<file path="config.mk">
export PLATFORM = sky130hd
export DESIGN_NAME = hippo_alu
export DESIGN_NICKNAME = d
export VERILOG_FILES = /design/src/rtl/hippo_alu_pkg.sv /design/src/rtl/hippo_alu_shifter.sv /design/src/rtl/hippo_alu.sv
export SDC_FILE = /design/constraint.sdc
export NUM_CORES = 1
export LEC_CHECK = 0
export CAP_MARGIN = 15
export CELL_PAD_IN_SITES_DETAIL_PLACEMENT = 0
export CELL_PAD_IN_SITES_GLOBAL_PLACEMENT = 1
export CORE_AREA = 2 2 154 156
export CTS_CLUSTER_SIZE = 40
export DETAILED_ROUTE_END_ITERATION = 10
export DIE_AREA = 0 0 156 158
export DONT_BUFFER_PORTS = 1
export GPL_TIMING_DRIVEN = 0
export PLACE_DENSITY_LB_ADDON = 0.1
export SLEW_MARGIN = 20
export SYNTH_ARGS = -nofsm -noshare
export SYNTH_HDL_FRONTEND = slang
export SYNTH_SLANG_ARGS = --single-unit
</file>
<file path="constraint.sdc">
create_clock -name clk -period 11.68 [get_ports clk]
set_input_delay 1.752 -clock clk [delete_from_list [all_inputs] [get_ports clk]]
set_output_delay 1.752 -clock clk [all_outputs]
set_load 0.02 [all_outputs]
</file>
<file path="src/rtl/hippo_alu_pkg.sv">
// rtl/hippo_alu_pkg.sv - shared types and constants for the hippo_alu integer ALU
package hippo_alu_pkg;

  localparam int XLEN = 32;

  typedef enum logic [2:0] {
    ALU_ADD  = 3'b000,
    ALU_SLL  = 3'b001,
    ALU_SLT  = 3'b010,
    ALU_SLTU = 3'b011,
    ALU_EXOR = 3'b100,
    ALU_SR   = 3'b101,
    ALU_OR   = 3'b110,
    ALU_AND  = 3'b111
  } ALUOp;

  typedef enum logic {
    SHIFT_LEFT  = 1'b0,
    SHIFT_RIGHT = 1'b1
  } shift_dir_e;

endpackage

</file>
<file path="src/rtl/hippo_alu_shifter.sv">
// rtl/hippo_alu_shifter.sv - barrel shifter covering SLL, SRL and SRA
module hippo_alu_shifter
  import hippo_alu_pkg::*;
(
  input  logic [XLEN-1:0] a,
  input  logic [4:0]      shamt,
  input  shift_dir_e      dir,
  input  logic            arith,
  output logic [XLEN-1:0] result
);

  logic [XLEN-1:0] sra_val;
  logic [XLEN-1:0] srl_val;
  logic [XLEN-1:0] sll_val;

  assign sra_val = XLEN'($signed(a) >>> shamt);
  assign srl_val = a >> shamt;
  assign sll_val = a << shamt;

  always_comb begin
    result = sll_val;
    if (dir == SHIFT_RIGHT) begin
      result = arith ? sra_val : srl_val;
    end
  end

endmodule

</file>
<file path="src/rtl/hippo_alu.sv">
// rtl/hippo_alu.sv - RV32I execute-stage ALU with combinational and registered result
module hippo_alu
  import hippo_alu_pkg::*;
(
  input  logic            clk,
  input  logic            reset,
  input  logic [XLEN-1:0] a,
  input  logic [XLEN-1:0] b,
  input  logic [2:0]      op,
  input  logic            sub_arith,
  input  logic            en,
  output logic [XLEN-1:0] res,
  output logic [XLEN-1:0] res_q
);

  logic [XLEN-1:0] add_res;
  logic [XLEN-1:0] shift_res;
  logic            lt_signed;
  logic            lt_unsigned;
  shift_dir_e      shift_dir;

  assign add_res     = sub_arith ? (a - b) : (a + b);
  assign lt_signed   = $signed(a) < $signed(b);
  assign lt_unsigned = a < b;
  assign shift_dir   = (op == ALU_SR) ? SHIFT_RIGHT : SHIFT_LEFT;

  // Only SRA cares about sub_arith; SLL ignores the arith flag inside the shifter.
  hippo_alu_shifter u_shifter (
    .a      (a),
    .shamt  (b[4:0]),
    .dir    (shift_dir),
    .arith  (sub_arith),
    .result (shift_res)
  );

  always_comb begin
    res = '0;
    case (op)
      ALU_ADD:  res = add_res;
      ALU_SLL:  res = shift_res;
      ALU_SLT:  res = {{(XLEN-1){1'b0}}, lt_signed};
      ALU_SLTU: res = {{(XLEN-1){1'b0}}, lt_unsigned};
      ALU_EXOR: res = a ^ b;
      ALU_SR:   res = shift_res;
      ALU_OR:   res = a | b;
      ALU_AND:  res = a & b;
      default:  res = '0;
    endcase
  end

  always_ff @(posedge clk or posedge reset) begin
    if (reset) begin
      res_q <= '0;
    end else if (en) begin
      res_q <= res;
    end
  end

endmodule

</file>
==> results of run 1 <==
-- metal layers --
metal,track usage [%],wire (um)
met1,59.9,22100
met2,66.5,22900
met3,11.9,7910
met4,18.0,2990
met5,2.28,84
-- worst min-delay path, stage by stage, from the launching register on --
cell     delay, ns
dfrtp_1       0.45
nor2_1        0.11
a31oi_1       0.04
-- kinds of logic (layout without fill, tap and decap cells) --
| group | Yosys count | count (layout) |
|---|---|---|
| XOR/XNOR | 20 | 20 |
| AO/OA/AOI/OAI | 480 | 480 |
| flip-flops | 32 | 32 |
| buffers and inverters | 221 | 229 |
| AND/OR/NAND/NOR | 432 | 432 |
| multiplexers | 149 | 149 |
| adder cells (fa/ha/maj) | 99 | 99 |
-- synth_stat cells, types with 8 or more instances --
cell	number
o31ai_1	14
a21oi_1	116
o2111ai_1	8
ha_1	97
nand2b_1	9
mux4_2	56
nand2_1	127
mux2_2	30
o22ai_1	8
clkbuf_1	77
o21ai_0	103
inv_1	97
o211ai_1	26
nand3_1	27
nor4_1	8
nor2_1	166
a211oi_1	22
buf_2	24
mux2i_1	57
a221oi_1	9
dfrtp_1	32
nor2b_1	18
o21ai_1	24
or3_1	8
nand4_1	11
a21o_1	20
a22oi_1	17
xnor2_1	18
a31oi_1	26
o21bai_1	8
nor3_1	29
-- power groups by stage --
| stage | Clock, mW | Combinational, mW | Sequential, mW |
|---|---|---|---|
| after floorplan | 0 | 0.377 | 0.159 |
| after global placement | 0 | 0.548 | 0.162 |
| after detailed placement | 0 | 0.545 | 0.163 |
| after CTS | 0.146 | 0.548 | 0.162 |
| after global routing | 0.150 | 0.599 | 0.164 |
| final | 0.145 | 0.574 | 0.161 |
-- through the flow --
step / setup WS [ns] / instance area (sq um) / total power [mW] / utilization, %
3_3_place_gp: 2.97 / 10800 / 0.710 / 47.0
5_1_grt: 2.67 / 11000 / 0.913 / 47.8
6_report: 2.69 / 11000 / 0.881 / 47.8
4_1_cts: 3.02 / 11000 / 0.855 / 47.8
2_1_floorplan: 5.04 / 10500 / 0.536 / -
3_5_place_dp: 3.01 / 10800 / 0.708 / 47.0
-- worst paths after layout --
| kind | end | cells after the start | from |
|---|---|---|---|
| max | res[19] | 13 | b[4] |
| min | res_q[20] | 2 | res_q[20] |
| max reg2reg | res_q[31] | 2 | res_q[31] |
| min reg2reg | res_q[20] | 2 | res_q[20] |
| max in group asynchronous | res_q[12] | 1 | reset |
| min in group asynchronous | res_q[3] | 1 | reset |
-- final cells by class --
class	count	area, sq um	share of cell area [%]
Multi-Input combinational cell	1180	8770	79.6
Sequential cell	32	801	7.27
Buffer	118	526	4.77
Inverter	103	387	3.51
Tap cell	290	363	3.30
Clock buffer	5	125	1.14
Clock inverter	3	42.5	0.386
==> impl_metrics.ini, run 1 <==
[outcome]
status = finished, final reports clean

[layout]
layout-drive-gt1-share_pct = 11.0
largest_register_ffs = 32
mostFrequentLayoutCell = nor2_1
syn_to_final_growth_pct = 5.14
n_antenna_cell = 0
layout_common_cells = 166 x nor2_1, 127 x nand2_1, 116 x a21oi_1, 103 x o21ai_0, 97 x ha_1
top_register = res_q
final_nets = 1610
reg_top3 = res_q (32)
fillers = 2429
final_cell_count_no_fill = 1731

[synth]
synth_top_family_by_area = compound AO/OA/AOI/OAI gates
synth_flop_cell = dfrtp_1
ys_ff_latch = 32
synth_compound_area_share_pct = 30.1
synthMuxAreaShare_pct = 21.5
synthCells = 1433
syn_nets = 1603
synth_fa_ha_area_share_pct = 12.0
yosys.area_share.simple_pct = 18.4
synth_top_area_share_pct = 12.0
async_reset_ff_share_pct = 100
synth_edf_count = 0
synth_xor_area_share_pct = 1.67
netlist_area_sq_mm = 0.0105
avgSynthCellArea_sq_um = 7.31
synth.distinct_cells = 85
synth_area_leaders = mux4_2 12%, ha_1 12%, dfrtp_1 7.6%
yosysWarnings = 0
synth_seq_area_share_pct = 7.65
yosysTopAreaCell = mux4_2

[global_route]
grt_pass1_vias = 11500
grt_usage_pct = 44.3
grt_max_degree = 33
grt_pass1_wl_um = 79400
overflow = 0
antenna_found_initial = 1

[sta]
fin_skew_ns = 0
whs_ns = 0.649
fin_setup_tns_ns = 0
hold_violations = 0
min_period_ns = 8.99
fmax_mhz = 111
post-route-period-util_pct = 77.0
finalMaxSlewViolations = 0
maxSlewHeadroom_pct = 25.5
setup_violations = 0
worst_pin_slew_ns = 1.12
rsz0062_at_grt = false

[pwr]
power.switching_uw = 466
clockPowerShare_pct = 16.5
pwr-share-comb_pct = 65.2
p_sw_share_pct = 52.9
p_seq_share_pct = 18.3
p_leak_nw = 4.55
intPower_uw = 415
power_density_mw_per_mm2 = 80.0
ir_worst_vdd_mv = 0.0731

[place]
place_inst = 1723
io_buffers = 0
place_congestion = 1.05
dp_hpwl_um = 45400

[drt]
final_antenna_net_count = 0
vias = 12500
first_pass_iters = 8
drt-initial-drc-count = 2219
totalWireLength_um = 55900
post_drt_wl_per_cell_um = 32.3
post-route-drc-count = 0
viasPerCell = 7.21

[worst_setup_path]
cp_max_fo = 11
reg2reg_slack_ns = 10.58
crit_required_ns = 9.93
start_kind = input port
worstPathArrival_ns = 7.24
slowest_stage = a311oi_1
timing_worst_setup_path_type = in -> out
path_delay_family = compound AO/OA/AOI/OAI gates
crit_top_cell = clkbuf_1
path_cells = clkbuf_1 -> inv_1 -> clkbuf_1 -> buf_1 -> ha_1 -> nor2_1 -> o211ai_1 -> a311oi_2 -> o21ai_1 -> o31ai_1 -> mux2i_1 -> a311oi_1 -> nand2_1
max_stage_delay_ns = 0.85
setup.worst_path.end_class = primary output
cp_num_buf_inv = 4

[cts]
h-tree-depth = 2
numCtsBuffers = 5
cts_num_sinks = 32
cts_resized = 0
cts_setup_buffers = 0
clk_latency_ns = 0.28
postCtsHoldBufs = 0
clockRootBuffer = clkbuf_16
ctsLongestPathBuffers = 2
cts_tree = built
clk_pin_slew_ns = 0.05

[floorplan]
dieArea_sq_mm = 0.0246
num_io_pins = 135
die_height_um = 158
start_util_pct = 45.4
die_x_um = 156
rows = 56
core_area_sq_mm = 0.0231

[min_path]
hold_class = reg -> reg

[job]
maxCapViolations = 0
Note: power is estimated with default switching activity, not from simulation.
==> run 2: changes to the inputs <==
--- a/config.mk
+++ b/config.mk
@@ -8,10 +8,10 @@
 export CAP_MARGIN = 15
 export CELL_PAD_IN_SITES_DETAIL_PLACEMENT = 0
 export CELL_PAD_IN_SITES_GLOBAL_PLACEMENT = 1
-export CORE_AREA = 2 2 154 156
+export CORE_AREA = 2 2 158 160
 export CTS_CLUSTER_SIZE = 40
 export DETAILED_ROUTE_END_ITERATION = 10
-export DIE_AREA = 0 0 156 158
+export DIE_AREA = 0 0 160 162
 export DONT_BUFFER_PORTS = 1
 export GPL_TIMING_DRIVEN = 0
 export PLACE_DENSITY_LB_ADDON = 0.1
==> constraint.sdc (replaced) <==
create_clock -name clk -period 8.2 [get_ports clk]
set_input_delay 1.23 -clock clk [delete_from_list [all_inputs] [get_ports clk]]
set_output_delay 1.23 -clock clk [all_outputs]
set_load 0.02 [all_outputs]
==> run 2 against run 1 <==
Effect of this change: core utilization decreased by 1.8 points; count of clock-buffer cells in the layout increased by 2; setup slack got worse by 2.5 ns; sequential share of layout area about the same; design area increased by 0.59%; power increased by 44%; non-clock buffer count unchanged; critical path type unchanged; critical endpoint unchanged.
==> impl_metrics.ini, run 2 (synthesis gave the netlist of run 1 again) <==
[outcome]
status = finished, final reports clean

[worst_setup_path]
timing_worst_setup_path_type = in -> out
setup.worst_path.end_class = primary output
r2r-start = res_q[31]
start_kind = input port
worstPathArrival_ns = 6.75
crit_required_ns = 6.97
startpoint = b[4]
cp_max_fo = 11

[floorplan]
core_area_sq_mm = 0.0241
die_height_um = 162
num_io_pins = 135
start_util_pct = 43.4
die_x_um = 160
rows = 57
dieArea_sq_mm = 0.0259

[sta]
rsz0062_at_grt = false
hold_violations = 0
min_period_ns = 7.98
finalMaxSlewViolations = 0
worst_pin_slew_ns = 1.05
setup_violations = 0
post-route-period-util_pct = 97.3
maxSlewHeadroom_pct = 29.2
fin_setup_tns_ns = 0
fmax_mhz = 125
fin_skew_ns = 0

[cts]
clockRootBuffer = clkbuf_16
cts_resized = 0
ctsLongestPathBuffers = 2
clk_pin_slew_ns = 0.05
postCtsHoldBufs = 0
numCtsBuffers = 5
cts_setup_buffers = 0
cts_num_sinks = 32
cts_tree = built
h-tree-depth = 2
clk_latency_ns = 0.27

[job]
maxCapViolations = 0

[layout]
layout-drive-gt1-share_pct = 11.0
final_nets = 1610
largest_register_ffs = 32
reg_top3 = res_q (32)
fillers = 2563
top_register = res_q
mostFrequentLayoutCell = nor2_1
syn_to_final_growth_pct = 5.76
design_area_sq_mm = 0.0111
layout_common_cells = 166 x nor2_1, 127 x nand2_1, 116 x a21oi_1, 103 x o21ai_0, 97 x ha_1

[drt]
drt-initial-drc-count = 1925
vias = 12500
viasPerCell = 7.06
totalWireLength_um = 56900
post_drt_wl_per_cell_um = 32.2
post-route-drc-count = 0
first_pass_iters = 6
final_antenna_net_count = 0

[global_route]
grt_pass1_vias = 11700
antenna_found_initial = 5
grt_max_degree = 33
grt_pass1_wl_um = 81700
grt_usage_pct = 42.8
overflow = 0

[pwr]
power_density_mw_per_mm2 = 115
ir_worst_vdd_mv = 0.127
p_leak_nw = 4.56

[place]
dp_hpwl_um = 45700
place_congestion = 1.05
io_buffers = 0
dpl_cell_area_sq_mm = 0.0109

[min_path]
worstHoldStart = res_q[15]
hold_class = reg -> reg
## run 2: changes by cell type in the layout (fill, tap and decap cells not counted), sizes merged
| cell | previous run | this run |
|---|---|---|
| clkbuf | 82 | 84 |
| clkinv | 3 | 2 |
| clkinvlp | 1 | 0 |
| diode | 0 | 3 |
## run 2: worst paths after layout
kind | slack, ns | cells past startpoint | end
hold reg to reg | 0.65 | 2 | res_q[15]
setup reg to reg | 7.09 | 2 | res_q[31]
hold / removal | 0.65 | 2 | res_q[15]
max in group asynchronous | 6.85 | 1 | res_q[13]
setup / recovery | 0.22 | 13 | res[19]
min in group asynchronous | 0.92 | 1 | res_q[2]
## run 2: critical path, stage by stage
cell and delay [ns]:
clkbuf_1 0.24, inv_1 0.14, clkbuf_1 0.70, buf_1 0.76
ha_1 0.47, nor2_1 0.29, o211ai_1 0.21, a311oi_2 0.65
o21ai_1 0.21, o31ai_1 0.42, mux2i_1 0.17, a311oi_1 0.87
nand2_1 0.36
## run 2: final cells by class
type	count	area [sq um]	area share (%)
Buffer	118	526	4.74
Antenna cell	3	7.51	0.0678
Sequential cell	32	801	7.23
Multi-Input combinational cell	1180	8770	79.2
Tap cell	324	405	3.66
Inverter	103	387	3.49
Clock inverter	1	30.0	0.271
Clock buffer	7	153	1.38
## run 2: power breakdown
part	internal (mW)	switching, mW	leakage [nW]
Sequential	0.182	0.0471	0.395
Clock	0.160	0.0622	0.0901
Combinational	0.266	0.555	4.08
Total	0.608	0.664	4.56
## run 2: per-layer routing
layer | GRT usage [%] | routed length [um] | vias up
met1 | 55.8 | 21800 | 5951
li1 | - | - | 5310
met4 | 16.4 | 2880 | 8
met3 | 15.6 | 8610 | 187
met2 | 64.5 | 23500 | 1026
met5 | 2.46 | 122 | -
## run 2: stage by stage
step           util [%]  worst slack (ns)  power, mW  hold WS, ns  cells
5_1_grt            45.9             0.204       1.32        0.673   1765
4_1_cts            45.9             0.576       1.24        0.657   1765
3_3_place_gp       45.1             0.507       1.01        0.647   1757
6_report           45.9             0.219       1.27        0.654   1768
3_5_place_dp       45.2             0.601       1.01        0.644   1757
2_1_floorplan         -              2.61      0.764        0.612   1433
